`src/rtl/ooo_pkg.sv`:
```
// Shared types and widths for the out-of-order execution slice.
package ooo_pkg;

    localparam int unsigned ROBID_W      = 4;
    localparam int unsigned DATA_W       = 8;
    localparam int unsigned ALU_RS_DEPTH = 4;

    // Bit of the flags field that marks source 1 as an immediate.
    localparam int unsigned FLAG_IMM = 2;

    typedef struct packed {
        logic [ROBID_W-1:0] tag;
        logic               rdy;
        logic [DATA_W-1:0]  val;
    } src_t;

    typedef struct packed {
        logic               valid;
        logic [7:0]         operand;
        logic [7:0]         wbs;
        logic [7:0]         flags;
        logic [ROBID_W-1:0] robid;
        src_t [1:0]         src;
    } rs_entry_t;

    // Build a source operand at dispatch, catching a same-cycle CDB broadcast.
    function automatic src_t make_src(
        input logic [ROBID_W-1:0] tag,
        input logic               rdy,
        input logic [DATA_W-1:0]  val,
        input logic               cdb_transmit,
        input logic [ROBID_W-1:0] cdb_id,
        input logic [DATA_W-1:0]  cdb_val
    );
        src_t s;
        s.tag = tag;
        s.rdy = rdy;
        s.val = val;
        if (!rdy && cdb_transmit && (cdb_id == tag)) begin
            s.rdy = 1'b1;
            s.val = cdb_val;
        end
        return s;
    endfunction

endpackage

```
`src/rtl/rs_oldest_pick.sv`:
```
// Oldest-first selector: older[j][i] set means slot j was dispatched before slot i.
module rs_oldest_pick
    import ooo_pkg::*;
#(
    parameter int unsigned DEPTH = ALU_RS_DEPTH
) (
    input  logic [DEPTH-1:0]            issuable,
    input  logic [DEPTH-1:0][DEPTH-1:0] older,
    output logic [DEPTH-1:0]            grant,
    output logic                        found
);

    // A slot wins when no other issuable slot is older than it.
    always_comb begin
        grant = '0;
        for (int i = 0; i < DEPTH; i++) begin
            grant[i] = issuable[i];
            for (int j = 0; j < DEPTH; j++) begin
                if ((j != i) && issuable[j] && older[j][i]) begin
                    grant[i] = 1'b0;
                end
            end
        end
    end

    assign found = |issuable;

endmodule

```
`src/rtl/alu_rs.sv`:
```
// ALU reservation station: holds dispatched ops until both sources are ready,
// then issues the oldest ready op to the ALU functional unit.
module alu_rs
    import ooo_pkg::*;
#(
    parameter int unsigned DEPTH = ALU_RS_DEPTH
) (
    input  logic        clk,
    input  logic        rst,
    input  logic        disp_transmit,
    input  logic [7:0]  disp_operand,
    input  logic [7:0]  disp_wbs,
    input  logic [7:0]  disp_flags,
    input  logic [3:0]  disp_robid,
    input  logic [7:0]  disp_tags,
    input  logic [1:0]  disp_rdy,
    input  logic [15:0] disp_vals,
    output logic        disp_ready,
    input  logic        cdb_transmit,
    input  logic [3:0]  cdb_id,
    input  logic [7:0]  cdb_val,
    input  logic        flush,
    input  logic        fu_busy,
    output logic        input_transmit,
    output logic [7:0]  operand,
    output logic [7:0]  wbs,
    output logic [7:0]  flags,
    output logic [15:0] depvals,
    output logic [3:0]  robid
);

    rs_entry_t                 entries     [DEPTH];
    rs_entry_t                 entries_nxt [DEPTH];
    logic [DEPTH-1:0][DEPTH-1:0] older, older_nxt;
    logic [DEPTH-1:0]          valid_vec, issuable, grant, free_oh;
    logic                      found, found_free, issue, do_disp;
    rs_entry_t                 new_ent;

    // Start-of-cycle occupancy and readiness; CDB wakeups only count next cycle.
    always_comb begin
        valid_vec = '0;
        issuable  = '0;
        for (int i = 0; i < DEPTH; i++) begin
            valid_vec[i] = entries[i].valid;
            issuable[i]  = entries[i].valid & entries[i].src[0].rdy & entries[i].src[1].rdy;
        end
    end

    assign disp_ready = ~&valid_vec;
    assign issue      = found & ~fu_busy;
    assign do_disp    = disp_transmit & disp_ready;

    rs_oldest_pick #(
        .DEPTH (DEPTH)
    ) u_pick (
        .issuable (issuable),
        .older    (older),
        .grant    (grant),
        .found    (found)
    );

    // Lowest free slot receives the dispatch; age is tracked separately.
    always_comb begin
        free_oh    = '0;
        found_free = 1'b0;
        for (int i = 0; i < DEPTH; i++) begin
            if (!valid_vec[i] && !found_free) begin
                free_oh[i] = 1'b1;
                found_free = 1'b1;
            end
        end
    end

    // Incoming entry; an immediate form makes source 1 ready unconditionally.
    always_comb begin
        new_ent         = '0;
        new_ent.valid   = 1'b1;
        new_ent.operand = disp_operand;
        new_ent.wbs     = disp_wbs;
        new_ent.flags   = disp_flags;
        new_ent.robid   = disp_robid;
        new_ent.src[0]  = make_src(disp_tags[3:0], disp_rdy[0], disp_vals[7:0],
                                   cdb_transmit, cdb_id, cdb_val);
        new_ent.src[1]  = make_src(disp_tags[7:4], disp_rdy[1] | disp_flags[FLAG_IMM],
                                   disp_vals[15:8], cdb_transmit, cdb_id, cdb_val);
    end

    // Next entry state: CDB capture, free on issue, write of the new entry.
    always_comb begin
        older_nxt = older;
        for (int i = 0; i < DEPTH; i++) begin
            entries_nxt[i] = entries[i];
            for (int s = 0; s < 2; s++) begin
                if (cdb_transmit && entries[i].valid && !entries[i].src[s].rdy &&
                    (entries[i].src[s].tag == cdb_id)) begin
                    entries_nxt[i].src[s].rdy = 1'b1;
                    entries_nxt[i].src[s].val = cdb_val;
                end
            end
            if (issue && grant[i]) begin
                entries_nxt[i].valid = 1'b0;
            end
            if (do_disp && free_oh[i]) begin
                entries_nxt[i] = new_ent;
            end
        end
        // New entry is younger than every occupant; stale bits of empty slots are masked later.
        if (do_disp) begin
            for (int k = 0; k < DEPTH; k++) begin
                if (free_oh[k]) begin
                    for (int j = 0; j < DEPTH; j++) begin
                        older_nxt[j][k] = valid_vec[j];
                        older_nxt[k][j] = 1'b0;
                    end
                end
            end
        end
    end

    // State and registered issue outputs; rst beats flush beats everything else.
    always_ff @(posedge clk) begin
        if (rst) begin
            for (int i = 0; i < DEPTH; i++) begin
                entries[i] <= '0;
            end
            older          <= '0;
            input_transmit <= 1'b0;
            operand        <= '0;
            wbs            <= '0;
            flags          <= '0;
            depvals        <= '0;
            robid          <= '0;
        end else if (flush) begin
            for (int i = 0; i < DEPTH; i++) begin
                entries[i].valid <= 1'b0;
            end
            input_transmit <= 1'b0;
        end else begin
            for (int i = 0; i < DEPTH; i++) begin
                entries[i] <= entries_nxt[i];
            end
            older          <= older_nxt;
            input_transmit <= issue;
            for (int i = 0; i < DEPTH; i++) begin
                if (issue && grant[i]) begin
                    operand <= entries[i].operand;
                    wbs     <= entries[i].wbs;
                    flags   <= entries[i].flags;
                    robid   <= entries[i].robid;
                    depvals <= {entries[i].src[1].val, entries[i].src[0].val};
                end
            end
        end
    end

endmodule
```
`config.mk`:
```
export PLATFORM = sky130hd
export DESIGN_NAME = alu_rs
export DESIGN_NICKNAME = d
export VERILOG_FILES = /design/src/rtl/ooo_pkg.sv /design/src/rtl/rs_oldest_pick.sv /design/src/rtl/alu_rs.sv
export SDC_FILE = /design/constraint.sdc
export NUM_CORES = 1
export LEC_CHECK = 0
export ABC_AREA = 1
export BUFFER_PORTS_ARGS = -buffer_cell sky130_fd_sc_hd__buf_4
export CAP_MARGIN = 20
export CORE_UTILIZATION = 45
export DETAILED_ROUTE_END_ITERATION = 6
export GPL_TIMING_DRIVEN = 0
export MAX_ROUTING_LAYER = met4
export PLACE_DENSITY = 0.62
export SYNTH_ARGS = -nofsm -noshare
export SYNTH_HDL_FRONTEND = slang
export SYNTH_SLANG_ARGS = --single-unit
```
`constraint.sdc`:
```
create_clock -name clk -period 5.75 [get_ports clk]
set_input_delay 0.2875 -clock clk [delete_from_list [all_inputs] [get_ports clk]]
set_output_delay 0.2875 -clock clk [all_outputs]
set_load 0.005 [all_outputs]
```
# After elaboration in Yosys (flattened, before gate mapping)
# Memory sizes are Yosys's and may differ from the RTL's.
# Cells that the tools add are included.
# op_classes
n_eq_ne	13
mux	90
n_bitwise	25
reduce_logical	77
# ops
cell	count
$mux W55	4
$mux W54	4
$mux W8	12
$mux W9	10
$mux W16	4
$mux W1	48
$logic_and A1 B1 Y1	47
$eq A4 B4 Y1	10
$mux W4	7
$reduce_and A3 Y1	6
$logic_not A1 Y1	16
$or A1 B1 Y1	13
$and A1 B1 Y1	10
$ne A2 B1 Y1 const B	3
$reduce_bool A2 Y1	3
$mux W5	1
$reduce_and A4 Y1	1
$reduce_bool A4 Y1	1
$reduce_or A4 Y1	1
$not A1 Y1	2
$reduce_and A2 Y1	1
$reduce_or A2 Y1	1
# word_totals
regBits	57
ram_bits	220
input_bits	72
output_inout_bits	46
mem_count	1
# mem_list
memory	depth	word_bits	rd	rd_ports_with_merged_regs	write_ports	line_no	text
entries	4	55	4	0	4	alu_rs.sv:32	rs_entry_t entries [DEPTH];

# Depth between registers and ports, before layout
# Gate-level depths: netlist (run 1).
# An unclocked memory read counts as a cell.
# depth
ltp_word	13
depth_mapped	13
ltp_nobuf	11

# By module
# Synthesis (run 1) repeated with hierarchy kept, for this count alone.
# unflattened
cells_unflattened	1497
hier_area_um2	13105.1
# by_module_without_submodules
mod	n_inst	cells_per_inst	area_each_um2
alu_rs	1	1470	13003.7
rs_oldest_pick	1	27	101.3

# Least setup slack after synthesis (run 1)
# Ideal clock, no wire load.
# synth_path
path_type	register -> register
startpoint	mem entries[1][54] in the netlist's numbering
endpoint	mem entries[1][10] in the netlist's numbering (enable)
arrival_ns	2.678
required_time_ns	5.318
slack_ns	2.640
stages_incl_launch_ff	11
path_cell_list	edfxtp_1 buf_4 nand2_1 inv_1 nand3_1 nand2_1 inv_1 nand2_1 nand2_1 inv_1 nor2_1
# synth_rtl
element	line_no
start, declared	alu_rs.sv:32

==> metrics.csv, run 1 <==
stage,metric,value,unit
timing,slew_violations,0,
outcome,status,"complete, but fails checks",
timing,relSlewSlack,0.291,
placement,portBuffers,114,
critical_path,start_kind,register,
route,routedWlPerCell,19.5,microns
critical_path,rr_startpoint,entries[0][54],
global_routing,grt_util_all_layers,0.273,
yosys,synthMuxAreaShare,0,
critical_path,critPathTopFamily,simple AND/OR/NAND/NOR gates,
clock_tree,cts_sinks,277,
timing,period_share,0.567,
cells_and_area,diodes,0,
critical_path,critical_path.cell_chain,nand2_1 -> inv_1 -> nand3_1 -> nand2_1 -> nor2_1 -> inv_1 -> nor2_1 -> inv_2 -> nand2_2 -> buf_16 -> inv_1 -> o21ai_1 -> buf_6,
yosys,synth_area,13100,sq um
cells_and_area,final_cells,2024,
clock_tree,clkTransAtPathRegs,60,ps
global_routing,antenna_found_initial,0,
critical_path,path_common_cell,inv_1,
route,drt.antenna.violating_nets,0,
critical_path,worstPathRequired,6020,ps
yosys,yosysSeqAreaShare,0.591,
job,drv_cap,0,
floorplan,dieArea,29800,sq um
yosys,syn_nets,1532,
clock_tree,clock-root-buffer,clkbuf_16,
clock_tree,cts-resized-gates,0,
critical_path,criticalPathCategory,reg -> reg,
route,drc,1,
global_routing,grt_overflow,0,
clock_tree,clkLatencyLatePin,560,ps
floorplan,die_h,173,microns
floorplan,die_x,173,microns
yosys,yosysWarnings,0,
route,firstDrtPassIters,7,
critical_path,critPathMaxFanout,20,
critical_path,critPathLaunch,entries[0][54],
critical_path,endpoint_kind,register,
timing,hold_viol_final,0,
floorplan,row_count,62,
route,drtIter0Drc,1060,
clock_tree,cts-htree-levels,1,
yosys,synth_compound_area_frac,0.0681,
global_routing,grt_pass1_wl,60000,microns
critical_path,max_stage_delay,500,ps
critical_path,ff2ff_path_depth,13,
worst_hold_path,hold_path_class,in -> reg,
placement,dp_hpwl,26900,microns
cells_and_area,final_nets,1688,
timing,finalSetupTns,0,ps
pwr,leakagePower,0.00667,uW
yosys,yosys.area_share.adder,0,
pwr,power.total,4700,uW
yosys,synth_top_family_by_area,simple AND/OR/NAND/NOR gates,
clock_tree,cts_tree,done,
clock_tree,cts_max_path_buffers,3,
critical_path,cp_data_arrival_time,3530,ps
worst_hold_path,hold_path.startpoint,disp_flags[1],
yosys,yosys.area_share.simple,0.247,
cells_and_area,drive_gt1_frac,0.154,
route,via_count,10878,
floorplan,initial_core_util,0.457,
placement,place.gp.congestion,0.935,
yosys,syn-instance-count,1460,
yosys,ys_types,37,
global_routing,grt_start_max_net_pins,33,
route,drt-vias-per-instance,5.37,
critical_path,rr_endpoint,entries[0][18],
timing,fin_crit,3260,ps
clock_tree,cts-buffers-inserted,30,
yosys,synth_area_per_cell,8.96,sq um
critical_path,reg2reg_slack,2490,ps
yosys,ys_ff_latch,277,
timing,setup_viol,0,
floorplan,fp.coreArea,28600,sq um
yosys,synth_top_area_share,0.502,
cells_and_area,area_growth,19.3,%
floorplan,ios,118,
critical_path,path_buf_inv,6,
timing,worst_slew_pin_slew,1060,ps
route,wl,39500,microns
worst_hold_path,worstHoldEndpoint,entries[0][31],
global_routing,grt_pass1_vias,10434,
pwr,ir_drop,224,uV
critical_path,cp.depth,13,
yosys,synthXorXnorAreaFrac,0.0201,
timing,max_freq,307,MHz
placement,dp.cells,1967,
timing,grt_setup_unrepaired,no,
timing,fin_worst_skew,16.8,ps
yosys,synth_area_leaders,"edfxtp_1, dfxtp_1, nor2_1, nand2_1, nand3_1",
critical_path,critPathSlowestCell,edfxtp_1,
outcome,violations,design-rule violations,
yosys,yosysTopAreaCell,edfxtp_1,
pwr,p_per_area,301,nW/um^2
worst_hold_path,whs_path_depth,3,
[cell usage after synthesis (all sizes together)]
cell       n
nand3    127
o2111ai    1
xor2      15
xnor2     15
or2        1
inv      145
clkbuf    35
a21oi     97
o22ai     17
nor3b      3
o21ai     46
nor4       1
nor3      81
dfxtp     58
nor2     282
a211oi     1
edfxtp   219
nand3b     1
conb       1
buf       48
nand2    253
nand4     10
clkinv     3
[sequential cells by signal, indices dropped and copies added (netlist names)]
register,count
entries,220
depvals,16
older,12
flags,8
operand,8
wbs,8
robid,4
input_transmit,1
[per-stage QoR]
| stage | util | instance area, sq um | setup WS, ps | hold WS [ps] |
|---|---|---|---|---|
| floorplan | - | 13100 | 2640 | 367 |
| global placement | 0.504 | 14400 | 1030 | 432 |
| detailed placement | 0.509 | 14600 | 2590 | 438 |
| CTS | 0.546 | 15600 | 2570 | 55.6 |
| global route | 0.546 | 15600 | 2300 | 79.4 |
| finish | 0.546 | 15600 | 2490 | 81.4 |
[how the worst max path moves through the flow]
stage	to	slack, ps
after global routing	entries[0][18]	2300
after detailed placement	entries[0][15]	2590
after CTS	entries[0][18]	2570
after floorplan	entries[1][10]	2640
final	entries[0][18]	2490
after global placement	entries[2][50]	1030
[power by group]
part	internal (uW)	switching, uW	leakage [uW]	total (uW)
Combinational	120	257	0.00346	376
Clock	1220	808	0.000507	2030
Sequential	2260	35.1	0.00270	2300
[kinds of logic after synthesis]
group                     after synthesis
other                                   1
AOI/OAI and AO/OA                     162
DFF                                   277
buffers and inverters                 231
xor gates and xnor gates               30
and+or+nand+nor                       759
[area by class of cell]
type	instances	area, sq um
flip-flops and latches	277	7740
clock buffers	36	805
fillers	2610	13000
inverters	148	556
repair buffers	124	998
clock inverters	20	229
multi-input cells	952	4410
plain buffers	83	410
well taps	384	480
[layout by cell type, fill, tap and decap left out, drive strengths merged, types with 46 or more instances in the layout]
cell type,count
nor2,282
nand2,253
edfxtp,219
buf,171
inv,145
nand3,127
a21oi,97
nor3,81
clkbuf,71
dfxtp,58
o21ai,46
[worst reg2reg max path, stage by stage (launching register included)]
cell and delay, ps:
edfxtp_1 500, nand2_1 160, inv_1 60, nand3_1 150, nand2_1 90, nor2_1 120
inv_1 100, nor2_1 160, inv_2 150, nand2_2 510, buf_16 260, inv_1 80
o21ai_1 400, buf_6 230
[routing by layer]
layer,GRT usage,routed length [microns],vias to the layer above
met1,0.345,15800,5007
met2,0.435,18300,594
met5,-,0,-
met4,0.112,1690,0
li1,-,-,5151
met3,0.0477,3760,126
[timing repair]
| item | CTS | global route |
|---|---|---|
| endpoints found under the hold margin | 1 | 0 |
| buffers inserted | 0 | 0 |
| hold buffers | 1 | 0 |
No activity file was read; power rests on OpenSTA's default activity.
==> run 2: changes to the inputs <==
Settings changed: PLACE_DENSITY 0.62 to 0.65.
Clock period 5.75 ns to 2.95 ns, I/O delays scaled along.
==> metrics.csv, run 2 (same netlist as run 1, synthesis figures left out) <==
stage,metric,value,unit,change
global_routing,grt_util_all_layers,0.270,,-0.00316
cells_and_area,drive_gt1_frac,0.148,,-0.00529
critical_path,start_kind,register,,
clock_tree,clkTransAtPathRegs,60,ps,about the same
timing,grt_setup_unrepaired,no,,
global_routing,grt_pass1_vias,10762,,+3.1%
clock_tree,cts-buffers-inserted,30,,unchanged
floorplan,row_count,62,,unchanged
route,firstDrtPassIters,6,,-1
timing,hold_viol_final,0,,unchanged
worst_hold_path,hold_path_class,in -> reg,,
critical_path,critical_path.cell_chain,buf_4 -> nand2_1 -> inv_1 -> nand3_1 -> nand2_1 -> nor2_1 -> inv_1 -> nor2_1 -> inv_2 -> nand2_8 -> buf_12 -> inv_1 -> o21ai_2 -> buf_6,,
critical_path,critPathSlowestCell,edfxtp_1,,
route,drt.antenna.violating_nets,0,,unchanged
critical_path,critPathMaxFanout,26,,+30%
pwr,leakagePower,0.00681,uW,+2.1%
cells_and_area,top_register,entries,,
placement,portBuffers,114,,unchanged
cells_and_area,final_common_cell,nor2_1,,
global_routing,grt_start_max_net_pins,31,,-6.1%
cells_and_area,largest_reg_flops,220,,unchanged
timing,period_share,0.925,,+0.358
clock_tree,cts_max_path_buffers,3,,unchanged
timing,finalSetupTns,0,ps,unchanged
cells_and_area,most-common-layout-cells,"nor2_1, nand2_1, edfxtp_1, inv_1, nand3_1",,
placement,dp_worst_setup_slack,-126,ps,-2720 ps
placement,place.gp.congestion,0.941,,+0.64%
critical_path,endpoint_kind,register,,
timing,relSlewSlack,0.440,,+0.149
route,wl,39100,microns,-1.1%
global_routing,antenna_found_initial,0,,unchanged
outcome,status,"finished, final reports clean",,
timing,slew_violations,0,,unchanged
floorplan,die_h,173,microns,unchanged
cells_and_area,area_growth,22.2,%,
floorplan,ios,118,,unchanged
critical_path,criticalPathCategory,reg -> reg,,
route,drt-vias-per-instance,5.35,,-0.49%
timing,worst_slew_pin_slew,833,ps,-230 ps
clock_tree,cts_sinks,277,,unchanged
route,drtIter0Drc,1162,,+9.6%
pwr,p_per_area,555,nW/um^2,+84%
route,via_count,11065,,+1.7%
floorplan,die_x,173,microns,unchanged
critical_path,max_stage_delay,360,ps,-140 ps
clock_tree,clock-root-buffer,clkbuf_16,,
pwr,ir_drop,373,uV,+67%
timing,setup_viol,0,,unchanged
job,drv_cap,0,,unchanged
floorplan,fp.coreArea,28600,sq um,unchanged
critical_path,cp_data_arrival_time,2990,ps,-540 ps
route,drc,0,,-1
global_routing,grt_overflow,0,,unchanged
timing,worst_slack,222,ps,-2270 ps
cells_and_area,final_nets,1733,,+2.7%
global_routing,grt_pass1_wl,59900,microns,-0.17%
critical_path,worstPathRequired,3210,ps,-2810 ps
clock_tree,clkLatencyLatePin,550,ps,about the same
cells_and_area,fin_util,0.559,,+0.0132
placement,dp_hpwl,26600,microns,-1.1%
floorplan,dieArea,29800,sq um,unchanged
cells_and_area,diodes,0,,unchanged
critical_path,path_common_cell,inv_1,,
route,routedWlPerCell,18.9,microns,-3.3%
timing,fin_crit,2730,ps,-532 ps
clock_tree,cts-htree-levels,1,,unchanged
timing,max_freq,367,MHz,+20%
cells_and_area,top_regs,"entries: 220 flops, depvals: 16 flops, older: 12 flops",,
clock_tree,cts_tree,done,,
timing,fin_worst_skew,10.6,ps,-6.15 ps
floorplan,initial_core_util,0.457,,unchanged
run 2: through the flow:
step           area [sq um]  std cells  power [uW]  hold slack [ps]
2_1_floorplan         13100       1460        4950              227
3_3_place_gp          14400       1958        5240              409
3_5_place_dp          14600       1967        5280              405
4_1_cts               16000       2067        8870             7.90
5_1_grt               16000       2069        9120             43.3
6_report              16000       2069        8880             3.83
run 2: area by class of cell:
type	instances	area [sq um]
Buffer	83	410
Clock buffer	39	806
Clock inverter	17	135
Fill cell	2595	12600
Inverter	148	556
Multi-Input combinational cell	952	4440
Sequential cell	277	7740
Tap cell	384	480
Timing Repair Buffer	169	1440
run 2: report_power, final:
part | internal [uW] | switching (uW) | total, uW
sequential | 4410 | 66.3 | 4480
combinational | 274 | 509 | 783
clock | 2090 | 1530 | 3620
run 2: timing repair:
action | 4_1_cts | 5_1_grt
hold endpoints to repair | 89 | 0
setup buffers | 0 | 1
hold buffers | 44 | 0
pin swaps | 0 | 0
endpoints found under the setup margin | 16 | 36
resized for setup | 3 | 5
cloned | 0 | 0
run 2: worst max-delay path: cells and delay by family (launching register included):
kind            cells  cell delay (ps)
compound gates      1              190
buf+inv             7             1020
flops               1              360
simple gates        6              830
run 2: final timing paths:
path               endpoint  cells after the start  slack, ps      startpoint
min          entries[0][25]                      3          4    disp_tags[7]
max          entries[0][15]                     14        220  entries[1][54]
min reg2reg       older[13]                      2        450       older[13]
max reg2reg  entries[0][15]                     14        220  entries[1][54]
run 2: per-layer routing:
metal | up-vias | part of all wire | track usage | routed length (microns)
li1 | 5242 | - | - | -
met1 | 5129 | 0.40 | 0.343 | 15700
met2 | 574 | 0.47 | 0.439 | 18500
met3 | 120 | 0.086 | 0.0345 | 3360
met4 | 0 | 0.038 | 0.106 | 1500
met5 | - | 0 | - | 0
==> run 3: changes to the inputs <==
Settings changed: CTS_BUF_LIST set to sky130_fd_sc_hd__clkbuf_4.
==> metrics.csv, run 3 (same netlist as run 1, synthesis figures left out) <==
stage,metric,value,unit,change
cells_and_area,final_common_cell,nor2_1,,
timing,max_freq,359,MHz,-2.1%
route,drc,0,,unchanged
worst_hold_path,worstHoldEndpoint,entries[0][19],,
critical_path,critical_path.cell_chain,buf_4 -> nand2_1 -> inv_1 -> nand3_1 -> nand2_1 -> nor2_1 -> inv_1 -> nand2_1 -> clkinv_1 -> nand2_1 -> o21ai_0 -> dlygate4sd3_1,,
cells_and_area,final_cells,2169,,+4.8%
clock_tree,cts_max_path_buffers,3,,unchanged
route,drt-vias-per-instance,5.27,,-1.5%
placement,place.gp.congestion,0.941,,unchanged
floorplan,initial_core_util,0.457,,unchanged
global_routing,antenna_found_initial,1,,+1
outcome,status,"finished, final reports clean",,
global_routing,grt_start_max_net_pins,31,,unchanged
route,firstDrtPassIters,6,,unchanged
timing,worst_slew_pin_slew,841,ps,+7.62 ps
critical_path,endpoint_kind,register,,
global_routing,grt_overflow,0,,unchanged
cells_and_area,fin_util,0.569,,+0.0102
critical_path,cp_data_arrival_time,3240,ps,+250 ps
timing,slew_violations,0,,unchanged
cells_and_area,top_register,entries,,
timing,fin_worst_skew,44.6,ps,+34.0 ps
critical_path,reg2reg_slack,160,ps,-60 ps
worst_hold_path,hold_path.startpoint,disp_vals[14],,
cells_and_area,final_nets,1799,,+3.8%
floorplan,die_x,173,microns,unchanged
pwr,leakagePower,0.00705,uW,+3.5%
timing,grt_setup_unrepaired,no,,
clock_tree,clkLatencyLatePin,720,ps,+170 ps
floorplan,dieArea,29800,sq um,unchanged
critical_path,critPathSlowestCell,dlygate4sd3_1,,
pwr,p_per_area,545,nW/um^2,-1.8%
cells_and_area,multi_input_area,4440,sq um,about the same
cells_and_area,final_cell_area,16300,sq um,+1.8%
floorplan,ios,118,,unchanged
global_routing,grt_util_all_layers,0.277,,+0.00730
cells_and_area,drive_gt1_frac,0.185,,+0.0366
clock_tree,clock-root-buffer,clkbuf_4,,
placement,dp_worst_setup_slack,-126,ps,unchanged
route,routedWlPerCell,18.3,microns,-2.9%
timing,finalSetupTns,0,ps,unchanged
placement,dp.cells,1967,,unchanged
critical_path,criticalPathCategory,reg -> reg,,
cells_and_area,largest_reg_flops,220,,unchanged
cells_and_area,fillCellCount,2594,,-0.039%
placement,place_area,14600,sq um,unchanged
timing,worst_slack,164,ps,-58.1 ps
floorplan,fp.coreArea,28600,sq um,unchanged
global_routing,grt_pass1_wl,61100,microns,+1.9%
critical_path,rr_startpoint,entries[1][54],,
critical_path,max_stage_delay,590,ps,+230 ps
critical_path,critPathTopFamily,buffers and inverters,,
placement,portBuffers,114,,unchanged
clock_tree,cts-buffers-inserted,73,,+140%
floorplan,row_count,62,,unchanged
timing,hold_viol_final,0,,unchanged
pwr,ir_drop,307,uV,-18%
timing,fin_crit,2790,ps,+58.1 ps
clock_tree,cts_sinks,277,,unchanged
worst_hold_path,whs_path_depth,5,,+2
route,wl,39800,microns,+1.7%
clock_tree,clkTransAtPathRegs,70,ps,about the same
timing,setup_viol,0,,unchanged
route,drt.antenna.violating_nets,0,,unchanged
critical_path,ff2ff_path_depth,12,,-2
cells_and_area,top_regs,"entries: 220 flops, depvals: 16 flops, older: 12 flops",,
floorplan,die_h,173,microns,unchanged
cells_and_area,seq_area,7740,sq um,unchanged
job,drv_cap,0,,unchanged
cells_and_area,area_growth,24.5,%,
timing,relSlewSlack,0.435,,-0.00512
critical_path,critPathMaxFanout,9,,-65%
cells_and_area,most-common-layout-cells,"nor2_1, nand2_1, edfxtp_1, inv_1, nand3_1",,
global_routing,grt_pass1_vias,11191,,+4.0%
route,via_count,11428,,+3.3%
route,drtIter0Drc,1199,,+3.2%
clock_tree,cts_tree,done,,
placement,dp_hpwl,26600,microns,unchanged
critical_path,worstPathRequired,3400,ps,+190 ps
timing,period_share,0.945,,+0.0197
critical_path,rr_endpoint,entries[0][17],,
worst_hold_path,hold_path_class,in -> reg,,
critical_path,start_kind,register,,
critical_path,path_common_cell,nand2_1,,
clock_tree,cts-htree-levels,3,,+2
critical_path,path_buf_inv,5,,-2
run 3: metrics by stage:
stage	hold WS, ps	total power [uW]
final	53.6	8880
after global placement	409	5240
after CTS	14.3	8900
after floorplan	227	4950
after detailed placement	405	5280
after global routing	90.7	9190
run 3: worst max path at each step:
stage                   start             end  slack (ps)  depth (start not counted)
2_1_floorplan  entries[1][54]  entries[0][13]          60                         12
3_3_place_gp   entries[0][54]  entries[0][15]       -1280                         11
3_5_place_dp   entries[0][54]  entries[0][15]        -130                         13
4_1_cts        entries[0][54]   entries[0][5]          10                         13
5_1_grt        entries[1][54]  entries[0][17]          30                         12
6_report       entries[1][54]  entries[0][17]         160                         12
run 3: repair_timing:
action,CTS,global route
setup endpoints to repair,7,36
hold endpoints to repair,226,0
resized for setup,1,7
hold buffers,67,0
gates cloned,0,0
buffers inserted,0,1
run 3: routing by layer:
| layer | share of wire | wire (microns) | track usage |
|---|---|---|---|
| met5 | 0 | 0 | - |
| met4 | 0.035 | 1390 | 0.126 |
| met3 | 0.098 | 3910 | 0.0510 |
| met2 | 0.48 | 19000 | 0.447 |
| met1 | 0.39 | 15500 | 0.339 |
run 3: area by class of cell:
type | instances | area share
Antenna cell | 1 | 0.000154
Inverter | 148 | 0.0341
Clock inverter | 22 | 0.0109
Timing Repair Buffer | 192 | 0.102
Multi-Input combinational cell | 952 | 0.272
Tap cell | 384 | 0.0295
Clock buffer | 110 | 0.0507
Buffer | 83 | 0.0252
Sequential cell | 277 | 0.475
run 3: power by group:
part	internal [uW]	switching [uW]	total, uW	leakage (uW)
clock network	1980	1620	3590	0.000588
registers	4410	66.8	4480	0.00270
logic	293	516	809	0.00376
run 3: worst min-delay path: cells and delay by family:
family,cells,cell delay [ps]
simple gates,1,50
buf+inv,2,110
compound gates,2,330
